File: config.mk
export PLATFORM = sky130hd
export DESIGN_NAME = spi_ram_arbiter
export DESIGN_NICKNAME = d
export VERILOG_FILES = /design/src/rtl/spi_ram_pkg.sv /design/src/rtl/spi_ram_arbiter_capture.sv /design/src/rtl/spi_ram_arbiter.sv
export SDC_FILE = /design/constraint.sdc
export NUM_CORES = 1
export LEC_CHECK = 0
export CAP_MARGIN = 15
export CORE_AREA = 5 5 92 94
export CTS_CLUSTER_DIAMETER = 60
export CTS_CLUSTER_SIZE = 8
export DETAILED_ROUTE_END_ITERATION = 16
export DIE_AREA = 0 0 97 99
export HOLD_SLACK_MARGIN = 0.08
export MAX_ROUTING_LAYER = met4
export PLACE_DENSITY = 0.82
export SLEW_MARGIN = 20
export SYNTH_ARGS = -nofsm -noshare
export SYNTH_HDL_FRONTEND = slang
export SYNTH_SLANG_ARGS = --single-unit
File: constraint.sdc
create_clock -name clk -period 1.9 [get_ports clk]
set_input_delay 0.57 -clock clk [delete_from_list [all_inputs] [get_ports clk]]
set_output_delay 0.57 -clock clk [all_outputs]
set_load 0.005 [all_outputs]
File: src/rtl/spi_ram_pkg.sv
// Shared types for the SPI/local RAM arbiter: command encodings, FSM states,
// port ownership and the buffered RAM operation.
package spi_ram_pkg;

  localparam int unsigned OP_ADDR_W = 8;
  localparam int unsigned OP_DATA_W = 8;

  typedef enum logic [1:0] {
    CMD_WR_ADDR = 2'b00,
    CMD_WR_DATA = 2'b01,
    CMD_RD_ADDR = 2'b10,
    CMD_RD_DATA = 2'b11
  } cmd_e;

  typedef enum logic [1:0] {
    ARB_IDLE,
    ARB_ISSUE,
    ARB_RDATA
  } arb_state_e;

  typedef enum logic {
    OWN_SPI,
    OWN_LOC
  } owner_e;

  typedef struct packed {
    logic                 we;
    logic [OP_ADDR_W-1:0] addr;
    logic [OP_DATA_W-1:0] data;
  } ram_op_t;

endpackage

File: src/rtl/spi_ram_arbiter_capture.sv
// SPI command front end: rising-edge capture of rx words, address registers,
// a single-entry RAM op buffer and the sticky overflow flag.
module spi_cmd_capture
  import spi_ram_pkg::*;
(
  input  logic                 clk,
  input  logic                 rst_n,
  input  logic [OP_DATA_W+1:0] spi_rx_data,
  input  logic                 spi_rx_valid,
  input  logic                 pop,
  output ram_op_t              op,
  output logic                 op_valid,
  output logic                 spi_ovf
);

  logic                 rx_valid_q;
  logic [OP_ADDR_W-1:0] wr_addr_q, wr_addr_d;
  logic [OP_ADDR_W-1:0] rd_addr_q, rd_addr_d;
  ram_op_t              op_q, op_d;
  logic                 op_valid_q, op_valid_d;
  logic                 ovf_q, ovf_d;
  cmd_e                 cmd;
  logic [OP_DATA_W-1:0] payload;
  logic                 rise;
  logic                 full;

  assign cmd     = cmd_e'(spi_rx_data[OP_DATA_W+1 -: 2]);
  assign payload = spi_rx_data[OP_DATA_W-1:0];
  assign rise    = spi_rx_valid & ~rx_valid_q;
  // A pop frees the entry this cycle, so a same-cycle capture still fits.
  assign full    = op_valid_q & ~pop;

  always_comb begin
    wr_addr_d  = wr_addr_q;
    rd_addr_d  = rd_addr_q;
    op_d       = op_q;
    op_valid_d = op_valid_q & ~pop;
    ovf_d      = ovf_q;
    if (rise) begin
      case (cmd)
        CMD_WR_ADDR: wr_addr_d = payload;
        CMD_RD_ADDR: rd_addr_d = payload;
        CMD_WR_DATA: begin
          if (full) begin
            ovf_d = 1'b1;
          end else begin
            op_valid_d = 1'b1;
            op_d.we    = 1'b1;
            op_d.addr  = wr_addr_q;
            op_d.data  = payload;
          end
        end
        CMD_RD_DATA: begin
          if (full) begin
            ovf_d = 1'b1;
          end else begin
            op_valid_d = 1'b1;
            op_d.we    = 1'b0;
            op_d.addr  = rd_addr_q;
            op_d.data  = '0;
          end
        end
      endcase
    end
  end

  always_ff @(posedge clk or negedge rst_n) begin
    if (!rst_n) begin
      rx_valid_q <= 1'b0;
      wr_addr_q  <= '0;
      rd_addr_q  <= '0;
      op_q       <= '0;
      op_valid_q <= 1'b0;
      ovf_q      <= 1'b0;
    end else begin
      rx_valid_q <= spi_rx_valid;
      wr_addr_q  <= wr_addr_d;
      rd_addr_q  <= rd_addr_d;
      op_q       <= op_d;
      op_valid_q <= op_valid_d;
      ovf_q      <= ovf_d;
    end
  end

  assign op       = op_q;
  assign op_valid = op_valid_q;
  assign spi_ovf  = ovf_q;

endmodule

File: src/rtl/spi_ram_arbiter.sv
// Round-robin arbiter sharing one single-port RAM between the SPI command path
// and a local requester; routes read data back to whichever side owns the op.
module spi_ram_arbiter
  import spi_ram_pkg::*;
#(
  parameter int unsigned ADDR_W  = 8,
  parameter int unsigned DATA_W  = 8,
  parameter int unsigned TX_HOLD = 10
) (
  input  logic              clk,
  input  logic              rst_n,
  input  logic [DATA_W+1:0] spi_rx_data,
  input  logic              spi_rx_valid,
  output logic [DATA_W-1:0] spi_tx_data,
  output logic              spi_tx_valid,
  output logic              spi_ovf,
  input  logic              loc_req,
  input  logic              loc_we,
  input  logic [ADDR_W-1:0] loc_addr,
  input  logic [DATA_W-1:0] loc_wdata,
  output logic              loc_gnt,
  output logic [DATA_W-1:0] loc_rdata,
  output logic              loc_rvalid,
  output logic              ram_en,
  output logic              ram_we,
  output logic [ADDR_W-1:0] ram_addr,
  output logic [DATA_W-1:0] ram_wdata,
  input  logic [DATA_W-1:0] ram_rdata
);

  localparam int unsigned CNT_W = $clog2(TX_HOLD + 1);

  arb_state_e        state_q, state_d;
  owner_e            last_q, last_d;
  owner_e            owner_q, owner_d;
  logic              ram_en_q, ram_en_d;
  logic              ram_we_q, ram_we_d;
  logic [ADDR_W-1:0] ram_addr_q, ram_addr_d;
  logic [DATA_W-1:0] ram_wdata_q, ram_wdata_d;
  logic [DATA_W-1:0] loc_rdata_q, loc_rdata_d;
  logic              loc_rvalid_q, loc_rvalid_d;
  logic [DATA_W-1:0] tx_data_q, tx_data_d;
  logic [CNT_W-1:0]  tx_cnt_q, tx_cnt_d;

  ram_op_t           spi_op;
  logic              spi_op_valid;
  logic              spi_pop;
  logic              win_valid;
  owner_e            win;

  spi_cmd_capture u_capture (
    .clk          (clk),
    .rst_n        (rst_n),
    .spi_rx_data  (spi_rx_data),
    .spi_rx_valid (spi_rx_valid),
    .pop          (spi_pop),
    .op           (spi_op),
    .op_valid     (spi_op_valid),
    .spi_ovf      (spi_ovf)
  );

  // On a tie the side that did not win last time takes the port.
  always_comb begin
    win_valid = 1'b0;
    win       = OWN_SPI;
    if (state_q == ARB_IDLE) begin
      if (spi_op_valid && loc_req) begin
        win_valid = 1'b1;
        win       = (last_q == OWN_LOC) ? OWN_SPI : OWN_LOC;
      end else if (spi_op_valid) begin
        win_valid = 1'b1;
        win       = OWN_SPI;
      end else if (loc_req) begin
        win_valid = 1'b1;
        win       = OWN_LOC;
      end
    end
  end

  always_comb begin
    state_d = state_q;
    case (state_q)
      ARB_IDLE:  if (win_valid) state_d = ARB_ISSUE;
      ARB_ISSUE: state_d = ram_we_q ? ARB_IDLE : ARB_RDATA;
      ARB_RDATA: state_d = ARB_IDLE;
      default:   state_d = ARB_IDLE;
    endcase
  end

  always_comb begin
    last_d       = last_q;
    owner_d      = owner_q;
    ram_en_d     = 1'b0;
    ram_we_d     = ram_we_q;
    ram_addr_d   = ram_addr_q;
    ram_wdata_d  = ram_wdata_q;
    loc_rdata_d  = loc_rdata_q;
    loc_rvalid_d = 1'b0;
    tx_data_d    = tx_data_q;
    tx_cnt_d     = (tx_cnt_q != '0) ? tx_cnt_q - 1'b1 : '0;
    if (win_valid) begin
      last_d   = win;
      owner_d  = win;
      ram_en_d = 1'b1;
      if (win == OWN_SPI) begin
        ram_we_d    = spi_op.we;
        ram_addr_d  = spi_op.addr;
        ram_wdata_d = spi_op.data;
      end else begin
        ram_we_d    = loc_we;
        ram_addr_d  = loc_addr;
        ram_wdata_d = loc_wdata;
      end
    end
    if (state_q == ARB_RDATA) begin
      if (owner_q == OWN_LOC) begin
        loc_rdata_d  = ram_rdata;
        loc_rvalid_d = 1'b1;
      end else begin
        tx_data_d = ram_rdata;
        tx_cnt_d  = CNT_W'(TX_HOLD);
      end
    end
  end

  always_ff @(posedge clk or negedge rst_n) begin
    if (!rst_n) begin
      state_q      <= ARB_IDLE;
      last_q       <= OWN_LOC;
      owner_q      <= OWN_SPI;
      ram_en_q     <= 1'b0;
      ram_we_q     <= 1'b0;
      ram_addr_q   <= '0;
      ram_wdata_q  <= '0;
      loc_rdata_q  <= '0;
      loc_rvalid_q <= 1'b0;
      tx_data_q    <= '0;
      tx_cnt_q     <= '0;
    end else begin
      state_q      <= state_d;
      last_q       <= last_d;
      owner_q      <= owner_d;
      ram_en_q     <= ram_en_d;
      ram_we_q     <= ram_we_d;
      ram_addr_q   <= ram_addr_d;
      ram_wdata_q  <= ram_wdata_d;
      loc_rdata_q  <= loc_rdata_d;
      loc_rvalid_q <= loc_rvalid_d;
      tx_data_q    <= tx_data_d;
      tx_cnt_q     <= tx_cnt_d;
    end
  end

  assign spi_pop      = win_valid && (win == OWN_SPI);
  assign loc_gnt      = rst_n && win_valid && (win == OWN_LOC);
  assign ram_en       = ram_en_q;
  assign ram_we       = ram_we_q;
  assign ram_addr     = ram_addr_q;
  assign ram_wdata    = ram_wdata_q;
  assign loc_rdata    = loc_rdata_q;
  assign loc_rvalid   = loc_rvalid_q;
  assign spi_tx_data  = tx_data_q;
  assign spi_tx_valid = (tx_cnt_q != '0);

endmodule

# After elaboration in Yosys (flattened, before gate mapping)
# Cells that the tools add are included.
# totals
regBits	79
in_bits	39
out_inout_bits	38
elab_cells	74
# classes
addsub	1
n_eq_ne	8
muxes	25
n_bitwise	6
n_reduce_logical	15
# op_table
cell	n
17-bit 2-to-1 mux	2
17-bit one-hot mux with 2 select lines	1
8-bit 2-to-1 mux	2
1-bit 2-to-1 mux	14
4-bit 2-to-1 mux	3
2-bit AND reduction	4
2-bit equality test (second input constant)	3
2-bit inequality test (second input constant)	3
2-bit by 1-bit equality test with 1-bit output (second input constant)	2
1-bit logical AND	4
2-bit zero test	2
2-bit 2-to-1 mux	2
1-bit NOT	4
2-bit one-hot mux with 2 select lines	1
4-bit AND reduction	1
4-bit nonzero test	1
4-bit by 1-bit subtractor with 4-bit output (second input constant)	1
3-bit AND reduction	1
1-bit AND	2
2-bit nonzero test	1
2-bit OR reduction	1

# Depth between registers and ports, before layout
# Gate-level depths: netlist of run 1.
# depth
ltp_word	10
depth_mapped	6
depth_no_buf	4

# Hierarchy
# Synthesis of run 1 repeated with hierarchy kept, for this count alone.
# unflattened
cells_unflattened	238
hier_area_um2	3442.1
# by_module_without_submodules
module	instances	cells_per_inst	area_each_um2	seq_area_each_um2
spi_ram_arbiter	1	140	1846.8	1077.3
spi_cmd_capture	1	98	1595.3	900.9

# Worst setup path before layout of run 1
# OpenSTA, ideal clock, no wires.
# synth_timing
path_type	input port to output port
from	input loc_req
to	output loc_gnt
arrival_ns	1.322
t_required_ns	1.330
setup_slack_ns	0.008
stages	4
path_buffers	1
path_cell_list	a21bo_2 > nor3_2 > buf_2 > and2_1
# synth_via
elab_chain_len	6
elab_cells_between_ends	10
cone_classes	mux (7); reduce/logical (3)
# synth_rtl
item	line	text
from (decl)	spi_ram_arbiter.sv:17	input logic loc_req,
1-bit 2-to-1 mux	spi_ram_arbiter.sv:73	end else if (loc_req) begin
1-bit 2-to-1 mux	spi_ram_arbiter.sv:70	end else if (spi_op_valid) begin
1-bit 2-to-1 mux	spi_ram_arbiter.sv:67	if (spi_op_valid && loc_req) begin
1-bit 2-to-1 mux	spi_ram_arbiter.sv:66	if (state_q == ARB_IDLE) begin
1-bit logical AND	spi_ram_arbiter.sv:155	assign loc_gnt = rst_n && win_valid && (win == OWN_LOC);
1-bit logical AND *	spi_ram_arbiter.sv:155	
to (decl)	spi_ram_arbiter.sv:21	output logic loc_gnt,
# Every way passes the cells marked *; elsewhere a longest branch is shown, timed or not.

# Worst setup path in the final report of run 1
# layout_timing
from	register tx_cnt_q[1]
to	output spi_tx_valid
# layout_via
elab_chain_len	1
# layout_rtl
item	line	text
from (decl)	spi_ram_arbiter.sv:43	logic [CNT_W-1:0] tx_cnt_q, tx_cnt_d;
from (signal assigned)	spi_ram_arbiter.sv:150	tx_cnt_q <= tx_cnt_d;
4-bit nonzero test	spi_ram_arbiter.sv:163	assign spi_tx_valid = (tx_cnt_q != '0);
to (decl)	spi_ram_arbiter.sv:15	output logic spi_tx_valid,
# No other way between the ends.

==> results of run 1 <==
final timing paths:
path | from | to | slack (ns) | cells after the start
setup / recovery | tx_cnt_q[1] | spi_tx_valid | -0.14 | 3
hold / removal | rst_n | u_capture.rd_addr_q[7] | 0.37 | 2
setup reg to reg | last_q | ram_wdata[7] | 0.26 | 6
hold reg to reg | ram_we | state_q[1] | 0.47 | 1
max in group asynchronous | rst_n | loc_rdata[0] | 1.05 | 2
min in group clk | ram_we | state_q[1] | 0.47 | 1
power groups by stage:
| stage | logic (mW) | clock network (mW) | registers (mW) |
|---|---|---|---|
| floorplan | 1.15 | 0 | 2.75 |
| global placement | 2.41 | 0 | 2.73 |
| detailed placement | 2.50 | 0 | 2.77 |
| CTS | 2.55 | 1.16 | 2.74 |
| global route | 2.81 | 1.24 | 2.83 |
| finish | 2.57 | 1.13 | 2.75 |
registers in the layout (all words and copies together) (netlist names), 2 cells and up:
register	flops
loc_rdata	8
ram_addr	8
ram_wdata	8
spi_tx_data	8
state_q	2
tx_cnt_q	4
u_capture.op	17
u_capture.rd_addr_q	8
u_capture.wr_addr_q	8
area by class of cell:
class	count	area share
Sequential cell	79	0.441
Clock inverter	3	0.00390
Timing Repair Buffer	102	0.215
Clock buffer	13	0.0354
Inverter	5	0.00418
Tap cell	102	0.0284
Multi-Input combinational cell	161	0.272
cell families (layout without fill, tap and decap cells):
group / after synthesis / count (layout) / share of synthesized area
buf+inv: 17 / 123 / 0.0261
compound gates: 43 / 43 / 0.0855
simple gates: 69 / 69 / 0.105
mux: 49 / 49 / 0.177
flops: 79 / 79 / 0.606
layer usage:
| layer | share of wire | routed length (um) | global-route usage | vias up |
|---|---|---|---|---|
| li1 | - | - | - | 1095 |
| met1 | 0.46 | 3370 | 0.208 | 1174 |
| met2 | 0.48 | 3560 | 0.252 | 73 |
| met3 | 0.045 | 332 | 0.0446 | 13 |
| met4 | 0.019 | 140 | 0.0551 | 0 |
| met5 | 0 | 0 | - | - |
worst register-to-register path, cell delays in order, from the launching register on:
cell and delay (ns):
dfstp_2 0.56, a21bo_2 0.17, nor3_4 0.04, buf_4 0.13, buf_4 0.12, buf_4 0.20
o311ai_0 0.30
timing repair:
item | CTS | global route
pin swaps | 3 | 4
setup endpoints to repair | 2 | 2
hold buffers | 0 | 0
gates resized for setup | 13 | 4
buffers inserted | 2 | 2
cell usage in the layout (no fill, tap or decap), types with 2 or more instances in the layout:
master and instances:
mux2_2 38, o21ai_1 8, nand2b_1 2, o311ai_0 2, nand2_1 44, nor3b_1 2, clkbuf_1 2, clkinv_2 2
o21ai_0 8, mux2i_1 2, clkbuf_8 11, clkdlybuf4s50_1 72, a21o_1 3, o21bai_1 2, nor2b_1 8, mux2_4 8
dfrtp_1 78, inv_1 4, buf_4 25, nand3b_1 2, buf_6 3, o22ai_1 15, nor2_1 3
Yosys cell counts, drive strengths merged, types with 2 or more instances:
cell / n / area share
o22ai: 15 / 0.029
nor3b: 2 / 0.0046
nor3: 2 / 0.0046
nand2: 45 / 0.053
mux2i: 2 / 0.0061
buf: 10 / 0.018
o21bai: 2 / 0.0046
nand3b: 2 / 0.0046
nand2b: 2 / 0.0038
inv: 4 / 0.0046
o311ai: 2 / 0.0054
clkbuf: 2 / 0.0023
nor2b: 8 / 0.015
nor2: 3 / 0.0034
a21o: 3 / 0.0069
dfrtp: 78 / 0.60
o21ai: 17 / 0.026
mux2: 47 / 0.17
==> results.tsv, run 1 <==
metric	value	unit
status	complete, but fails checks	
failing checks	setup timing	
final hold vios	0	
dpl ws	-0.759	ns
core area	7570	um^2
ys flop type	dfrtp_1	
worst skew pair latency	0.35	ns
first-pass GRT wire length	12100	um
Die Area	9600	um^2
Clock power frac	0.174	
period utilization	1.07	
Initial Utilization	0.431	
I/O pin total	77	
Post-Route Setup TNS	-0.191	ns
register area	1980	um^2
Pwr Total	6.45	mW
Post-DP HPWL	5300	um
Worst Path Required	1.33	ns
Sw Ratio	0.305	
WP buf/inv	1	
drt via density	5.06	
Rel. slew slack	0.533	
Die W	97	um
grt total ovfl	0	
drt drc	0	
kind of cell adding the most delay to the critical path	simple AND/OR/NAND/NOR gates	
type of the most critical hold path	input port to asynchronous set/reset pin	
H-tree depth	3	
post-synthesis register bit count	79	
WL per Instance	15.9	um
DRT Pass-1 Iters	4	
Layout area overhead	37.5	%
finished layout cell area	4490	um^2
overall routed net length	7410	um
Crit Path Max Fanout	2	
Post-Synthesis Cells	257	
CTS root buffer	clkbuf_8	
Antenna Cells	0	
P_leak	2.03	nW
WS Path Type	register to output pin	
Worst Setup End Kind	output pin	
CP peak stage delay	0.39	ns
Logic pwr share	0.399	
CTS Buffer Depth	2	
All-Layer GR Usage	0.163	
Num CTS Buffers	9	
internal power	4.48	mW
Syn Std Cell Area	3260	um^2
Synth cell types	36	
Warnings, synthesis	0	
WHS	0.372	ns
Flop pwr share	0.427	
Pwr per Cell Area	1440	nW/um^2
asr flop ratio synth	1.00	
Clock Skew	0.00694	ns
PortBufs	76	
RSZ-0062 raised after global routing	true	
Slew Viols, Final	0	
count of final setup violators	2	
PnR worst setup slack	-0.138	ns
Cell Area, Placed	4270	um^2
Psw	1.97	mW
antenna violations before repair	0	
routability cong.	0.755	
Nets	397	
Syn Nets	296	
highest-delay cell along the critical path	dfrtp_1	
crit path launch type	register	
Max Cap Viol	0	
row cnt	32	
CP arrival	1.47	ns
Starting DRT DRC Count	120	
critical path, cell by cell	or3_4, or2_4, buf_6	
utilization after layout	0.593	
Vias	2355	
fin cells	465	
sequential fraction of the synthesis area	0.606	
number of global-route vias before repair	2409	
fraction of layout cells with a size suffix above 1	0.275	
area of the multi-input gates	1220	um^2
Mean Syn Cell Area	12.7	um^2
TritonCTS clock tree	done	
crit path time final	2.04	ns
clock-pin slew of the registers on the worst-case setup and hold paths	0.08	ns
largest net degree at the start of global routing	80	
Post-synth EDFFs	0	
Die Height	99	um
actual slew at the worst max-slew pin	0.700	ns
Antenna Nets Post-Route	0	
number of clock sinks	79	
Placed Cells incl. Taps	445	
fill cell count	596	
fmax	491	MHz
VDD IR max	0.000629	V
Note: power is estimated with default switching activity, not from simulation.
==> run 2, diff against run 1 <==
--- a/config.mk
+++ b/config.mk
@@ -11,6 +11,7 @@
 export CTS_CLUSTER_SIZE = 8
 export DETAILED_ROUTE_END_ITERATION = 16
 export DIE_AREA = 0 0 97 99
+export GPL_ROUTABILITY_DRIVEN = 0
 export HOLD_SLACK_MARGIN = 0.08
 export MAX_ROUTING_LAYER = met4
 export PLACE_DENSITY = 0.82
==> results of run 2 <==
Final layout, timing and power as in run 1 (identical DEF).
==> run 3, diff against run 2 <==
--- a/config.mk
+++ b/config.mk
@@ -8,7 +8,7 @@
 export CAP_MARGIN = 15
 export CORE_AREA = 5 5 92 94
 export CTS_CLUSTER_DIAMETER = 60
-export CTS_CLUSTER_SIZE = 8
+export CTS_CLUSTER_SIZE = 30
 export DETAILED_ROUTE_END_ITERATION = 16
 export DIE_AREA = 0 0 97 99
 export GPL_ROUTABILITY_DRIVEN = 0
==> results of run 3 <==
Final layout, timing and power as in run 1 (identical DEF).
